File: src/rtl/dot_seq_18_pkg.sv
// dot_seq_18_pkg
// Shared constants and types for the layer-18 dot-product channel sequencer.
//   state_t      : 3-bit FSM encoding IDLE..DONE
//   NUM_CS_DEF   : default number of weight banks / passes
//   CS_W         : width of the weight bank select
//   DLEN_DEF     : result width (matches the data_len value of num_data.v)
//   TIMEOUT_DEF  : default watchdog limit (used with DOT_SEQ_WATCHDOG_EN)
package dot_seq_18_pkg;

  localparam int NUM_CS_DEF  = 12;
  localparam int CS_W        = 4;
  localparam int TIMEOUT_DEF = 64;
  localparam int DLEN_DEF    = 16;

  typedef enum logic [2:0] {
    S_IDLE = 3'd0,
    S_ARM  = 3'd1,
    S_RUN  = 3'd2,
    S_HOLD = 3'd3,
    S_GAP  = 3'd4,
    S_DONE = 3'd5
  } state_t;

endpackage

File: src/rtl/dot_out_reg.sv
// dot_out_reg
// Generic result holding register for a sequencer's valid/ready output.
// A capture loads data+idx and raises valid; data and idx then stay frozen
// until accept drops valid. Capture wins over accept (they never coincide
// in the sequencer, which only captures in RUN and accepts in HOLD).
//   clk, rst       : clock, async active-high reset
//   capture        : load cap_data/cap_idx, set valid
//   cap_data/idx   : values to capture
//   accept         : downstream took the result, clear valid
//   valid/data/idx : registered outputs
module dot_out_reg #(
  parameter int DW = 16,
  parameter int IW = 4
) (
  input  logic          clk,
  input  logic          rst,
  input  logic          capture,
  input  logic [DW-1:0] cap_data,
  input  logic [IW-1:0] cap_idx,
  input  logic          accept,
  output logic          valid,
  output logic [DW-1:0] data,
  output logic [IW-1:0] idx
);

  always_ff @(posedge clk or posedge rst) begin
    if (rst) begin
      valid <= 1'b0;
      data  <= '0;
      idx   <= '0;
    end else if (capture) begin
      valid <= 1'b1;
      data  <= cap_data;
      idx   <= cap_idx;
    end else if (accept) begin
      valid <= 1'b0;
    end
  end

endmodule

File: src/rtl/dot_seq_18.sv
// dot_seq_18
// Sequencer for one dot-product channel of layer 18. Steps the weight bank
// select cs through 0..NUM_CS-1, pulsing the channel's load for each pass
// (load only ever rises with cs already settled, and stays low >= 2 cycles
// between passes), captures each channel result and offers it on a
// valid/ready port tagged with the cs that produced it.
// Optional watchdog: define DOT_SEQ_WATCHDOG_EN to abort a pass that waits
// TIMEOUT cycles in RUN without ch_valid (err sticky, done pulses).
//   clk, rst           : clock, async active-high reset
//   start, d_valid     : begin a sequence (both sampled in IDLE only)
//   ch_valid, ch_q     : channel result
//   load, cs           : channel load and weight bank select
//   out_valid/ready    : result handshake; out_data/out_idx payload
//   busy               : not IDLE; done: one-cycle end pulse; err: watchdog
module dot_seq_18
  import dot_seq_18_pkg::*;
#(
  parameter int NUM_CS  = NUM_CS_DEF,
  parameter int DLEN    = DLEN_DEF,
  parameter int TIMEOUT = TIMEOUT_DEF
) (
  input  logic            clk,
  input  logic            rst,
  input  logic            start,
  input  logic            d_valid,
  input  logic            ch_valid,
  input  logic [DLEN-1:0] ch_q,
  output logic            load,
  output logic [CS_W-1:0] cs,
  output logic            out_valid,
  input  logic            out_ready,
  output logic [DLEN-1:0] out_data,
  output logic [CS_W-1:0] out_idx,
  output logic            busy,
  output logic            done,
  output logic            err
);

  localparam logic [CS_W-1:0] CS_LAST = CS_W'(NUM_CS - 1);

  state_t state;
  logic   cap, acc, wd_fire;

  assign cap = (state == S_RUN)  && ch_valid;
  assign acc = (state == S_HOLD) && out_ready;

`ifdef DOT_SEQ_WATCHDOG_EN
  localparam int WD_W = $clog2(TIMEOUT + 1);
  logic [WD_W-1:0] wd_cnt;
  logic            err_r;

  // wd_cnt is held at 0 outside RUN, so it counts RUN cycles of the
  // current pass; it fires on the TIMEOUT-th cycle without ch_valid.
  assign wd_fire = (state == S_RUN) && !ch_valid && (wd_cnt == WD_W'(TIMEOUT - 1));
  assign err     = err_r;

  always_ff @(posedge clk or posedge rst) begin
    if (rst) begin
      wd_cnt <= '0;
      err_r  <= 1'b0;
    end else begin
      wd_cnt <= (state == S_RUN) ? wd_cnt + 1'b1 : '0;
      if (wd_fire) err_r <= 1'b1;
    end
  end
`else
  assign wd_fire = 1'b0;
  assign err     = 1'b0;
`endif

  always_ff @(posedge clk or posedge rst) begin
    if (rst) begin
      state <= S_IDLE;
      load  <= 1'b0;
      cs    <= '0;
      busy  <= 1'b0;
      done  <= 1'b0;
    end else begin
      done <= 1'b0;
      case (state)
        S_IDLE: if (start && d_valid) begin
          cs    <= '0;
          busy  <= 1'b1;
          state <= S_ARM;
        end
        // cs was set at least one cycle earlier, so load rises on a stable cs
        S_ARM: begin
          load  <= 1'b1;
          state <= S_RUN;
        end
        S_RUN: if (ch_valid) begin
          load  <= 1'b0;
          state <= S_HOLD;
        end else if (wd_fire) begin
          load  <= 1'b0;
          done  <= 1'b1;
          state <= S_DONE;
        end
        S_HOLD: if (out_ready) begin
          if (cs == CS_LAST) begin
            done  <= 1'b1;
            state <= S_DONE;
          end else begin
            cs    <= cs + 1'b1;
            state <= S_GAP;
          end
        end
        // extra low cycle so the channel sees a clean load edge
        S_GAP:  state <= S_ARM;
        S_DONE: begin
          busy  <= 1'b0;
          state <= S_IDLE;
        end
        default: begin
          load  <= 1'b0;
          busy  <= 1'b0;
          state <= S_IDLE;
        end
      endcase
    end
  end

  dot_out_reg #(.DW(DLEN), .IW(CS_W)) u_out (
    .clk     (clk),
    .rst     (rst),
    .capture (cap),
    .cap_data(ch_q),
    .cap_idx (cs),
    .accept  (acc),
    .valid   (out_valid),
    .data    (out_data),
    .idx     (out_idx)
  );

endmodule
File: config.mk
export PLATFORM = sky130hd
export DESIGN_NAME = dot_seq_18
export DESIGN_NICKNAME = d
export VERILOG_FILES = /design/src/rtl/dot_seq_18_pkg.sv /design/src/rtl/dot_out_reg.sv /design/src/rtl/dot_seq_18.sv
export SDC_FILE = /design/constraint.sdc
export NUM_CORES = 1
export LEC_CHECK = 0
export ABC_AREA = 1
export BUFFER_PORTS_ARGS = -buffer_cell sky130_fd_sc_hd__clkbuf_2
export CORE_ASPECT_RATIO = 1.2
export CORE_UTILIZATION = 44
export CTS_BUF_LIST = sky130_fd_sc_hd__clkbuf_4 sky130_fd_sc_hd__clkbuf_8
export DETAILED_ROUTE_END_ITERATION = 7
export PLACE_DENSITY = 0.72
export SETUP_SLACK_MARGIN = 0.05
export SLEW_MARGIN = 10
export SYNTH_ARGS = -nofsm -noshare
export SYNTH_HDL_FRONTEND = slang
export SYNTH_SLANG_ARGS = --single-unit
export TNS_END_PERCENT = 5
File: constraint.sdc
create_clock -name clk -period 1.5 [get_ports clk]
set_input_delay 0 -clock clk [delete_from_list [all_inputs] [get_ports clk]]
set_output_delay 0 -clock clk [all_outputs]
set_load 0.02 [all_outputs]
==> results of run 1 <==
[final timing paths]
| kind | start | to | slack [ps] | cells after the start |
|---|---|---|---|---|
| max | cs[0] | cs[3] | 160 | 8 |
| min | start | cs[0] | 140 | 5 |
| max reg2reg | cs[0] | cs[3] | 160 | 8 |
| min reg2reg | u_out.data[9] | u_out.data[9] | 480 | 2 |
| max in group asynchronous | rst | u_out.data[10] | 1030 | 4 |
| min in group asynchronous | rst | cs[1] | 220 | 4 |
[final cells by class]
cell class / count / area (sq um)
Clock buffer: 7 / 52.6
Clock inverter: 1 / 5.00
Multi-Input combinational cell: 119 / 556
Sequential cell: 31 / 776
Inverter: 11 / 43.8
Timing Repair Buffer: 72 / 468
Fill cell: 269 / 1140
Tap cell: 36 / 45.0
[Yosys cell counts, drive strengths merged]
cell type | count | area (sq um)
conb | 1 | 3.75
nor2 | 12 | 52.6
buf | 7 | 58.8
inv | 11 | 43.8
nand2 | 69 | 272
o21ai | 6 | 33.8
dfrtp | 31 | 776
o22ai | 1 | 6.26
ha | 1 | 12.5
nand4 | 3 | 18.8
a21oi | 1 | 5.00
nand3b | 1 | 7.51
nand3 | 23 | 138
or2 | 1 | 6.26
[report_power, final]
| group | switching [mW] | internal, mW | total [mW] |
|---|---|---|---|
| Combinational | 0.982 | 0.509 | 1.49 |
| Sequential | 0.213 | 1.12 | 1.34 |
| Clock | 0.276 | 0.219 | 0.495 |
| Total | 1.47 | 1.85 | 3.32 |
[state kept, by name, indices dropped and copies added, names as in the netlist]
signal / cells
u_out.idx: 4
u_out.data: 16
state: 3
u_out.valid: 1
done: 1
busy: 1
load: 1
cs: 4
[what timing repair did]
item,CTS,global route
gates resized for setup,0,0
endpoints found under the setup margin,0,0
endpoints found under the hold margin,51,0
hold buffers,20,0
[per-layer routing]
layer / vias up / global-route usage (%) / routed length [microns]
met4: 0 / 10.6 / 70
met2: 50 / 38.4 / 1700
met3: 7 / 4.93 / 177
met1: 627 / 23.1 / 1390
met5: - / 0 / 0
li1: 678 / - / -
[cell families after synthesis]
logic type                 after synthesis  share of synthesized area, %
and+or+nand+nor                        109                          34.5
buffers and inverters                   18                          7.16
other                                    1                         0.262
adders and majority gates                1                         0.872
AOI/OAI and AO/OA                        8                          3.14
DFF                                     31                          54.1
[through the flow]
stage               instances  worst slack (ps)  power [mW]  instance area (sq um)  utilization [%]
finish                    277               159        3.32                   1950             63.1
detailed placement        249               186        2.80                   1690             54.7
global placement          249               183        2.77                   1690             54.7
global route              277               106        3.61                   1950             63.1
CTS                       277               169        3.34                   1950             63.1
floorplan                 168               207        2.40                   1430                -
[worst register-to-register path: cells and delay by family, from the launching register on]
| kind | cells | cell delay [ps] |
|---|---|---|
| fa+ha+maj | 1 | 250 |
| flops | 1 | 460 |
| simple gates | 7 | 570 |
==> results.py, run 1 <==
metrics = {
    "setup_path": {
        "timing.critical_path.slowest_cell_delay_ps": 460,
        "critical_path.slowest_cell": "sky130_fd_sc_hd__dfrtp_1",
        "cpMostUsedCell": "sky130_fd_sc_hd__nand2_1",
        "critPathKind": "flop to flop",
        "setup.worst_path.start_class": "flop",
        "timing.critical_path.to_type": "flop",
        "timing.critical_path.fanout_max": 6,
        "arrival_ps": 1620,
        "path_delay_family": "simple AND/OR/NAND/NOR gates",
        "cp_data_required_time_ps": 1780,
        "worstPathBufferInverterCount": 0,
        "path_cells": "ha_1 -> nand2_1 -> nor2_1 -> nand2_2 -> nand2_1 -> nor2_2 -> nand2_1 -> nand2_1",
    },
    "routing": {
        "post-route-drc-count": 0,
        "route.vias.total": 1362,
        "average_wire_per_cell_in_the_routed_design_microns": 12.1,
        "drtAntennaViolNets": 0,
        "initialDrtViolationCount": 37,
        "total_length_of_routed_wires_microns": 3340,
        "post_drt_via_cell_ratio": 4.92,
        "firstDrtPassIters": 4,
    },
    "synthesis": {
        "synth-seq-cells": 31,
        "synthesis.area_per_instance_sq_um": 8.53,
        "netlist_instances": 168,
        "synth-warning-count": 0,
        "synth.cell_area_sq_um": 1430,
        "synth-seq-area-share_pct": 54.1,
        "mappedNetlistNets": 191,
        "synth.lib_cells_used.distinct": 24,
    },
    "worst_hold_path": {
        "hp-class": "input pin to flop",
    },
    "timing": {
        "setup-tns-final_ps": 0,
        "slew_viol_final": 0,
        "fin_crit_sh_pct": 89.4,
        "finalSetupViolCount": 0,
        "hold_slack_ps": 136,
        "period_needed_ps": 1340,
        "hold_viol_final": 0,
        "fmax_mhz": 746,
        "fin_worst_skew_ps": 7.80,
        "setup_repair_after_global_routing_missed_its_margin": "false",
    },
    "die": {
        "core_area_sq_um": 3080,
        "die-area_sq_um": 3490,
        "die_h_microns": 64.5,
        "floorplan.rows": 22,
        "top_level_ports": 51,
        "floorplan.initialDensity_pct": 46.5,
        "die_w_microns": 54.1,
    },
    "clock_tree": {
        "htree_num_levels": 2,
        "tritoncts": "done",
        "clk-insertion-delay-late_ps": 330,
        "cts.sinks": 31,
        "cts_inserted_buffers": 5,
        "cts_setup_buffers": 0,
        "cts.reportedPaths.clkPinSlew_ps": 100,
        "clockBufferDepth": 2,
        "cts_root_buffer": "sky130_fd_sc_hd__clkbuf_4",
    },
    "placement": {
        "io_buffers": 49,
        "post-dp-hpwl_microns": 2200,
        "globalplace.congestion": 0.889,
    },
    "finish": {
        "layout.nets": 263,
        "synthToLayoutAreaGrowth_pct": 35.7,
        "mostFrequentLayoutCells": "sky130_fd_sc_hd__nand2_1, sky130_fd_sc_hd__clkbuf_2, sky130_fd_sc_hd__dfrtp_1",
        "layout-drive-gt1-share_pct": 30.7,
        "antenna-diode-count": 0,
        "layout_commonest_cell": "sky130_fd_sc_hd__nand2_1",
    },
    "outcome": {
        "run_status": "finished clean",
    },
    "power_and_ir_drop": {
        "ir_worst_vdd_uv": 1010,
        "powerDensity_nw_per_um2": 1710,
        "cellLeakagePower_nw": 1.11,
    },
    "global_route": {
        "grt_antenna_before_repair": 0,
        "grt-ovfl-total": 0,
        "grt_util_all_layers_pct": 21.7,
        "grt_max_degree": 24,
        "wire_length_of_the_first_global_routing_pass_microns": 5400,
        "first_global_vias": 1291,
    },
    "run": {
        "timing.max_cap.violations": 0,
    },
}
(Power assumes the default switching activity.)
==> run 2: changes to the inputs <==
--- a/config.mk
+++ b/config.mk
@@ -11,10 +11,11 @@
 export CORE_UTILIZATION = 44
 export CTS_BUF_LIST = sky130_fd_sc_hd__clkbuf_4 sky130_fd_sc_hd__clkbuf_8
 export DETAILED_ROUTE_END_ITERATION = 7
-export PLACE_DENSITY = 0.72
+export PLACE_DENSITY = 0.7
 export SETUP_SLACK_MARGIN = 0.05
 export SLEW_MARGIN = 10
 export SYNTH_ARGS = -nofsm -noshare
 export SYNTH_HDL_FRONTEND = slang
+export SYNTH_HIERARCHICAL = 1
 export SYNTH_SLANG_ARGS = --single-unit
 export TNS_END_PERCENT = 5
==> run 2 against run 1 <==
The run now ends with DRC left; critical path depth shrank 2; register-to-register slack got worse by 30 ps; sequential share of layout area is 3.6 points lower; hold slack worse by 74 ps; combinational power grew 18%; design area is 9.9% higher; largest cell class unchanged; highest routed layer unchanged.
==> results.py, run 2 <==
metrics = {
    "outcome": {
        "run_status": "complete, but fails checks",
        "violations_in_the_final_reports": "DRC",
    },
    "finish": {
        "layout-drive-gt1-share_pct": 46.1,
        "layout.nets": 267,
        "mostFrequentLayoutCells": "sky130_fd_sc_hd__clkbuf_2, sky130_fd_sc_hd__nand2_1, sky130_fd_sc_hd__dfrtp_1",
        "filler_cell_count": 294,
        "post_layout_nonfiller_instances": 280,
        "layout.cell_area.non_filler_sq_um": 2140,
        "largest_registers": "u_out/data: 16 flops, cs: 4 flops, u_out/idx: 4 flops",
        "number_of_flip_flops_in_the_largest_register": 16,
        "layout_commonest_cell": "sky130_fd_sc_hd__clkbuf_2",
        "largest_register": "u_out/data",
        "antenna-diode-count": 0,
        "synthToLayoutAreaGrowth_pct": 32.0,
    },
    "setup_path": {
        "worstPathBufferInverterCount": 2,
        "timing.critical_path.slowest_cell_delay_ps": 390,
        "setup.worst_path.start_class": "flop",
        "path_cells": "inv_2 -> nand3_2 -> nor2_1 -> buf_4 -> nand2_1 -> nand2_2",
        "timing.critical_path.fanout_max": 20,
        "critPathKind": "flop to flop",
        "setup.worst_path.start": "state[2]",
        "critical_path_destination": "u_out/data[14]",
        "rrSetupSlack_ps": 130,
        "path_delay_family": "simple AND/OR/NAND/NOR gates",
        "critical_path.slowest_cell": "sky130_fd_sc_hd__dfrtp_1",
        "worstReg2RegStart": "state[2]",
        "timing.critical_path.to_type": "flop",
        "arrival_ps": 1580,
        "cp_data_required_time_ps": 1720,
        "regToRegEndpoint": "u_out/data[14]",
        "reg2regPathDepth": 6,
        "worst-path-stages": 6,
    },
    "synthesis": {
        "netlist_instances": 171,
        "ys_async_sr_fraction_pct": 100,
        "most_numerous_cell_types_in_the_synthesized_netlist": "sky130_fd_sc_hd__nand2_1, sky130_fd_sc_hd__dfrtp_1, sky130_fd_sc_hd__nand2_2",
        "synth-seq-cells": 31,
        "synth.lib_cells_used.distinct": 23,
        "synth-warning-count": 6,
        "synthesis.area_per_instance_sq_um": 9.48,
        "synth-seq-area-share_pct": 47.9,
        "ys_dominant_reg_cell": "sky130_fd_sc_hd__dfrtp_1",
        "mappedNetlistNets": 194,
        "synth_edf_count": 0,
        "yosys.area.top_type": "sky130_fd_sc_hd__dfrtp_1",
        "synthDominantCellAreaShare_pct": 47.9,
        "synth.cell_area_sq_um": 1620,
        "yosys-top-cells-area": "sky130_fd_sc_hd__dfrtp_1, sky130_fd_sc_hd__nand2_4, sky130_fd_sc_hd__nand2_1",
        "yosysMostFrequentCell": "sky130_fd_sc_hd__nand2_1",
    },
    "global_route": {
        "grt_max_degree": 22,
        "gr-max-usage-layer": "met2",
        "met3_usage_pct": 3.40,
        "grt_util_all_layers_pct": 19.0,
        "grt-ovfl-total": 0,
        "grt_antenna_before_repair": 0,
        "wire_length_of_the_first_global_routing_pass_microns": 5380,
        "groute.layer.met2.usage_pct": 35.3,
        "global_route.usage.met1_pct": 20.3,
        "first_global_vias": 1260,
    },
    "clock_tree": {
        "cts.reportedPaths.clkPinSlew_ps": 60,
        "cts.sinks": 31,
        "cts_setup_buffers": 0,
        "clk-insertion-delay-late_ps": 280,
        "tritoncts": "done",
        "htree_num_levels": 2,
        "clockBufferDepth": 2,
        "cts_inserted_buffers": 5,
        "cts_root_buffer": "sky130_fd_sc_hd__clkbuf_8",
    },
    "die": {
        "die_w_microns": 57.4,
        "die_h_microns": 68.5,
        "core_area_sq_um": 3420,
        "floorplan.initialDensity_pct": 47.3,
        "top_level_ports": 51,
        "die-area_sq_um": 3930,
        "floorplan.rows": 23,
    },
    "timing": {
        "fin_worst_skew_ps": 6.37,
        "slew_viol_final": 0,
        "fmax_mhz": 732,
        "hold_viol_final": 0,
        "period_needed_ps": 1370,
        "setup-tns-final_ps": 0,
        "layout_setup_ws_ps": 133,
        "fin_crit_sh_pct": 91.1,
        "hold_slack_ps": 62.0,
        "setup_repair_after_global_routing_missed_its_margin": "true",
        "finalSetupViolCount": 0,
    },
    "power_and_ir_drop": {
        "powerDensity_nw_per_um2": 1780,
        "share_comb_of_total_power_pct": 46.4,
        "power.share.clock_pct": 15.9,
        "p_sw_mw": 1.66,
        "sw_share_pct": 43.8,
        "p_int_mw": 2.13,
        "ir_worst_vdd_uv": 945,
        "power.sequential.fraction_pct": 37.7,
        "cellLeakagePower_nw": 1.17,
    },
    "routing": {
        "initialDrtViolationCount": 81,
        "average_wire_per_cell_in_the_routed_design_microns": 11.8,
        "total_length_of_routed_wires_microns": 3290,
        "firstDrtPassIters": 6,
        "post_drt_via_cell_ratio": 4.69,
        "drtAntennaViolNets": 0,
        "post-route-drc-count": 6,
        "route.vias.total": 1312,
    },
    "run": {
        "timing.max_cap.violations": 0,
    },
    "placement": {
        "detailed_place.area_sq_um": 1880,
        "worst_setup_slack_after_placement_ps": 123,
        "io_buffers": 49,
        "post-place-cells": 256,
        "globalplace.congestion": 0.838,
        "post-dp-hpwl_microns": 2220,
    },
    "worst_hold_path": {
        "hp-class": "input pin to flop",
    },
}
==> run 2: cell types whose count changed after synthesis, sizes merged <==
cell,before,now
buf,7,6
nand3b,1,0
inv,11,15
nor2,12,13
or2,1,0
o22a,0,1
nand2,69,88
nand3,23,6
xnor2,0,1
nand4,3,4
o21ai,6,2
==> run 2: power groups by stage <==
stage                     clock network [mW]  registers (mW)  logic, mW
after floorplan                            0            1.72       1.04
after global placement                     0            1.44       1.70
after detailed placement                   0            1.45       1.73
after CTS                              0.626            1.43       1.77
after global routing                   0.658            1.46       1.94
final                                  0.604            1.43       1.76
==> run 2: through the flow <==
stage / power (mW) / utilization, %
global route: 4.06 / 62.4
detailed placement: 3.17 / 54.8
finish: 3.80 / 62.4
floorplan: 2.76 / -
global placement: 3.14 / 54.8
CTS: 3.83 / 62.3
==> run 2: kinds of logic (layout without fill, tap and decap cells) <==
group,Yosys count,after routing,synth area share [%]
simple gates,111,111,40.8
flops,31,31,47.9
buf+inv,21,93,7.88
compound gates,5,5,1.85
fa+ha+maj,1,1,0.772
other cells,1,1,0.231
xor+xnor,1,1,0.541
==> run 2: how the worst min path moves through the flow <==
stage	start	endpoint	slack, ps	cells after the start
global placement	rst	cs[0]	3	2
floorplan	rst	busy	-160	1
global route	ch_valid	load	110	4
CTS	ch_valid	load	60	4
finish	ch_valid	load	60	4
detailed placement	rst	cs[0]	4	2
==> run 2: area by class of cell <==
cell class                      instances  area, sq um  area share, %
Timing Repair Buffer                   72          467           21.8
Multi-Input combinational cell        119          717           33.5
Inverter                               15         56.3           2.63
Sequential cell                        31          776           36.3
Clock buffer                            6         76.3           3.57
Tap cell                               37         46.3           2.17
==> run 2: what timing repair did <==
action	in CTS	in global routing
setup endpoints to repair	0	13
hold buffers	18	0
gates resized for setup	0	1
hold endpoints to repair	48	0
==> run 2: layer usage <==
layer  vias up  routed length [microns]
met3         8                      136
met1       606                     1330
met4         0                       79
met5         -                        0
li1        661                        -
met2        37                     1750
==> run 2: worst min-delay path, delay by kind of cell <==
kind / cells / cell delay (ps)
simple gates: 1 / 60
buf+inv: 2 / 140
compound gates: 1 / 100
==> run 3: changes to the inputs <==
--- a/config.mk
+++ b/config.mk
@@ -12,6 +12,7 @@
 export CTS_BUF_LIST = sky130_fd_sc_hd__clkbuf_4 sky130_fd_sc_hd__clkbuf_8
 export DETAILED_ROUTE_END_ITERATION = 7
 export PLACE_DENSITY = 0.7
+export RECOVER_POWER = 25
 export SETUP_SLACK_MARGIN = 0.05
 export SLEW_MARGIN = 10
 export SYNTH_ARGS = -nofsm -noshare
==> run 3 against run 2 <==
Highest routed layer unchanged; utilization decreased by 0.11 points; setup slack is essentially flat; flip-flop and latch count unchanged; critical path type unchanged; design area fell by 0.18%; non-clock buffer count unchanged; maximum frequency hardly changed; register-to-register slack barely moved; the flow still finishes with violations (DRC); first-iteration DRC count is 1.2% lower; die area stayed put; sequential share of layout area up 0.064 points; final cell count stayed put.
==> results.py, run 3 (synthesized netlist as in run 2, its figures left out) <==
metrics = {
    "run": {
        "timing.max_cap.violations": 0,
    },
    "clock_tree": {
        "cts_setup_buffers": 0,
        "cts_inserted_buffers": 5,
        "cts.sinks": 31,
        "cts.reportedPaths.clkPinSlew_ps": 60,
        "tritoncts": "done",
        "cts_root_buffer": "sky130_fd_sc_hd__clkbuf_8",
        "clk-insertion-delay-late_ps": 280,
        "htree_num_levels": 2,
        "clockBufferDepth": 2,
    },
    "setup_path": {
        "cp_data_required_time_ps": 1720,
        "setup.worst_path.start_class": "flop",
        "arrival_ps": 1580,
        "timing.critical_path.fanout_max": 20,
        "path_cells": "inv_2 -> nand3_2 -> nor2_1 -> buf_4 -> nand2_1 -> nand2_2",
        "timing.critical_path.slowest_cell_delay_ps": 390,
        "timing.critical_path.to_type": "flop",
        "critical_path.slowest_cell": "sky130_fd_sc_hd__dfrtp_1",
        "critPathKind": "flop to flop",
    },
    "routing": {
        "initialDrtViolationCount": 80,
        "drtAntennaViolNets": 0,
        "route.vias.total": 1310,
        "average_wire_per_cell_in_the_routed_design_microns": 11.8,
        "post_drt_via_cell_ratio": 4.68,
        "post-route-drc-count": 6,
        "firstDrtPassIters": 6,
        "total_length_of_routed_wires_microns": 3300,
    },
    "placement": {
        "globalplace.congestion": 0.838,
        "io_buffers": 49,
        "post-dp-hpwl_microns": 2220,
    },
    "timing": {
        "setup_repair_after_global_routing_missed_its_margin": "true",
        "fin_crit_sh_pct": 91.1,
        "slew_viol_final": 0,
        "fin_worst_skew_ps": 6.37,
        "setup-tns-final_ps": 0,
        "period_needed_ps": 1370,
        "slew-limit-headroom_pct": 65.6,
        "fmax_mhz": 732,
        "finalSetupViolCount": 0,
        "hold_viol_final": 0,
        "timing_worst_slew_pin_value_ps": 516,
    },
    "die": {
        "floorplan.initialDensity_pct": 47.3,
        "core_area_sq_um": 3420,
        "die-area_sq_um": 3930,
        "die_h_microns": 68.5,
        "top_level_ports": 51,
        "die_w_microns": 57.4,
        "floorplan.rows": 23,
    },
    "power_and_ir_drop": {
        "cellLeakagePower_nw": 1.17,
        "ir_worst_vdd_uv": 944,
        "powerDensity_nw_per_um2": 1780,
    },
    "finish": {
        "layout-drive-gt1-share_pct": 45.7,
        "number_of_flip_flops_in_the_largest_register": 16,
        "largest_register": "u_out/data",
        "layout_commonest_cell": "sky130_fd_sc_hd__clkbuf_2",
        "mostFrequentLayoutCells": "sky130_fd_sc_hd__clkbuf_2, sky130_fd_sc_hd__nand2_1, sky130_fd_sc_hd__dfrtp_1",
        "layout.nets": 267,
        "antenna-diode-count": 0,
        "final_core_util_pct": 62.3,
        "largest_registers": "u_out/data: 16 flops, cs: 4 flops, u_out/idx: 4 flops",
        "synthToLayoutAreaGrowth_pct": 31.7,
    },
    "global_route": {
        "first_global_vias": 1260,
        "grt_max_degree": 22,
        "wire_length_of_the_first_global_routing_pass_microns": 5380,
        "grt_antenna_before_repair": 0,
        "grt-ovfl-total": 0,
        "grt_util_all_layers_pct": 19.0,
    },
    "outcome": {
        "violations_in_the_final_reports": "DRC",
        "run_status": "complete, but fails checks",
    },
    "worst_hold_path": {
        "hp-class": "input pin to flop",
    },
}
run 3: worst paths after layout:
kind / to / start / slack (ps) / depth (start not counted)
min in group asynchronous: cs[0] / rst / 250 / 3
setup reg to reg: u_out/data[14] / state[2] / 130 / 6
max in group asynchronous: u_out/idx[1] / rst / 760 / 4
hold reg to reg: u_out/valid / u_out/valid / 490 / 2
setup / recovery: u_out/data[14] / state[2] / 130 / 6
hold / removal: load / ch_valid / 60 / 4
run 3: final cells by class:
cell class,count,area [sq um]
Timing Repair Buffer,72,463
Inverter,15,56.3
Sequential cell,31,776
Multi-Input combinational cell,119,717
Tap cell,37,46.3
Clock buffer,6,76.3
Fill cell,296,1290
run 3: power by group:
part | internal [mW] | switching (mW) | leakage, nW
clock | 0.326 | 0.277 | 0.0406
sequential | 1.13 | 0.303 | 0.398
combinational | 0.675 | 1.08 | 0.728
total | 2.13 | 1.66 | 1.17
run 3: metrics by stage:
step | std cells | hold WS (ps) | area, sq um | setup slack [ps] | total power [mW]
final | 280 | 61.8 | 2130 | 133 | 3.80
after floorplan | 171 | -160 | 1620 | 178 | 2.76
after CTS | 280 | 56.2 | 2130 | 102 | 3.83
after global routing | 280 | 111 | 2130 | 17.9 | 4.06
after global placement | 256 | 2.68 | 1880 | 170 | 3.14
after detailed placement | 256 | 4.35 | 1880 | 123 | 3.17
run 3: what timing repair did:
| item | CTS | global route |
|---|---|---|
| endpoints found under the setup margin | 0 | 13 |
| hold buffers | 18 | 0 |
| hold endpoints to repair | 48 | 0 |
| resized for setup | 0 | 1 |
run 3: worst max-delay path, delay by kind of cell (launching register included):
kind / cells / cell delay [ps]
and+or+nand+nor: 4 / 500
buffers and inverters: 2 / 410
DFF: 1 / 390
run 3: layer usage:
layer	routed length, microns	global-route usage, %	vias up
met2	1750	35.3	39
li1	-	-	661
met1	1330	20.3	602
met3	138	3.40	8
met5	0	0	-
met4	79	11.0	0
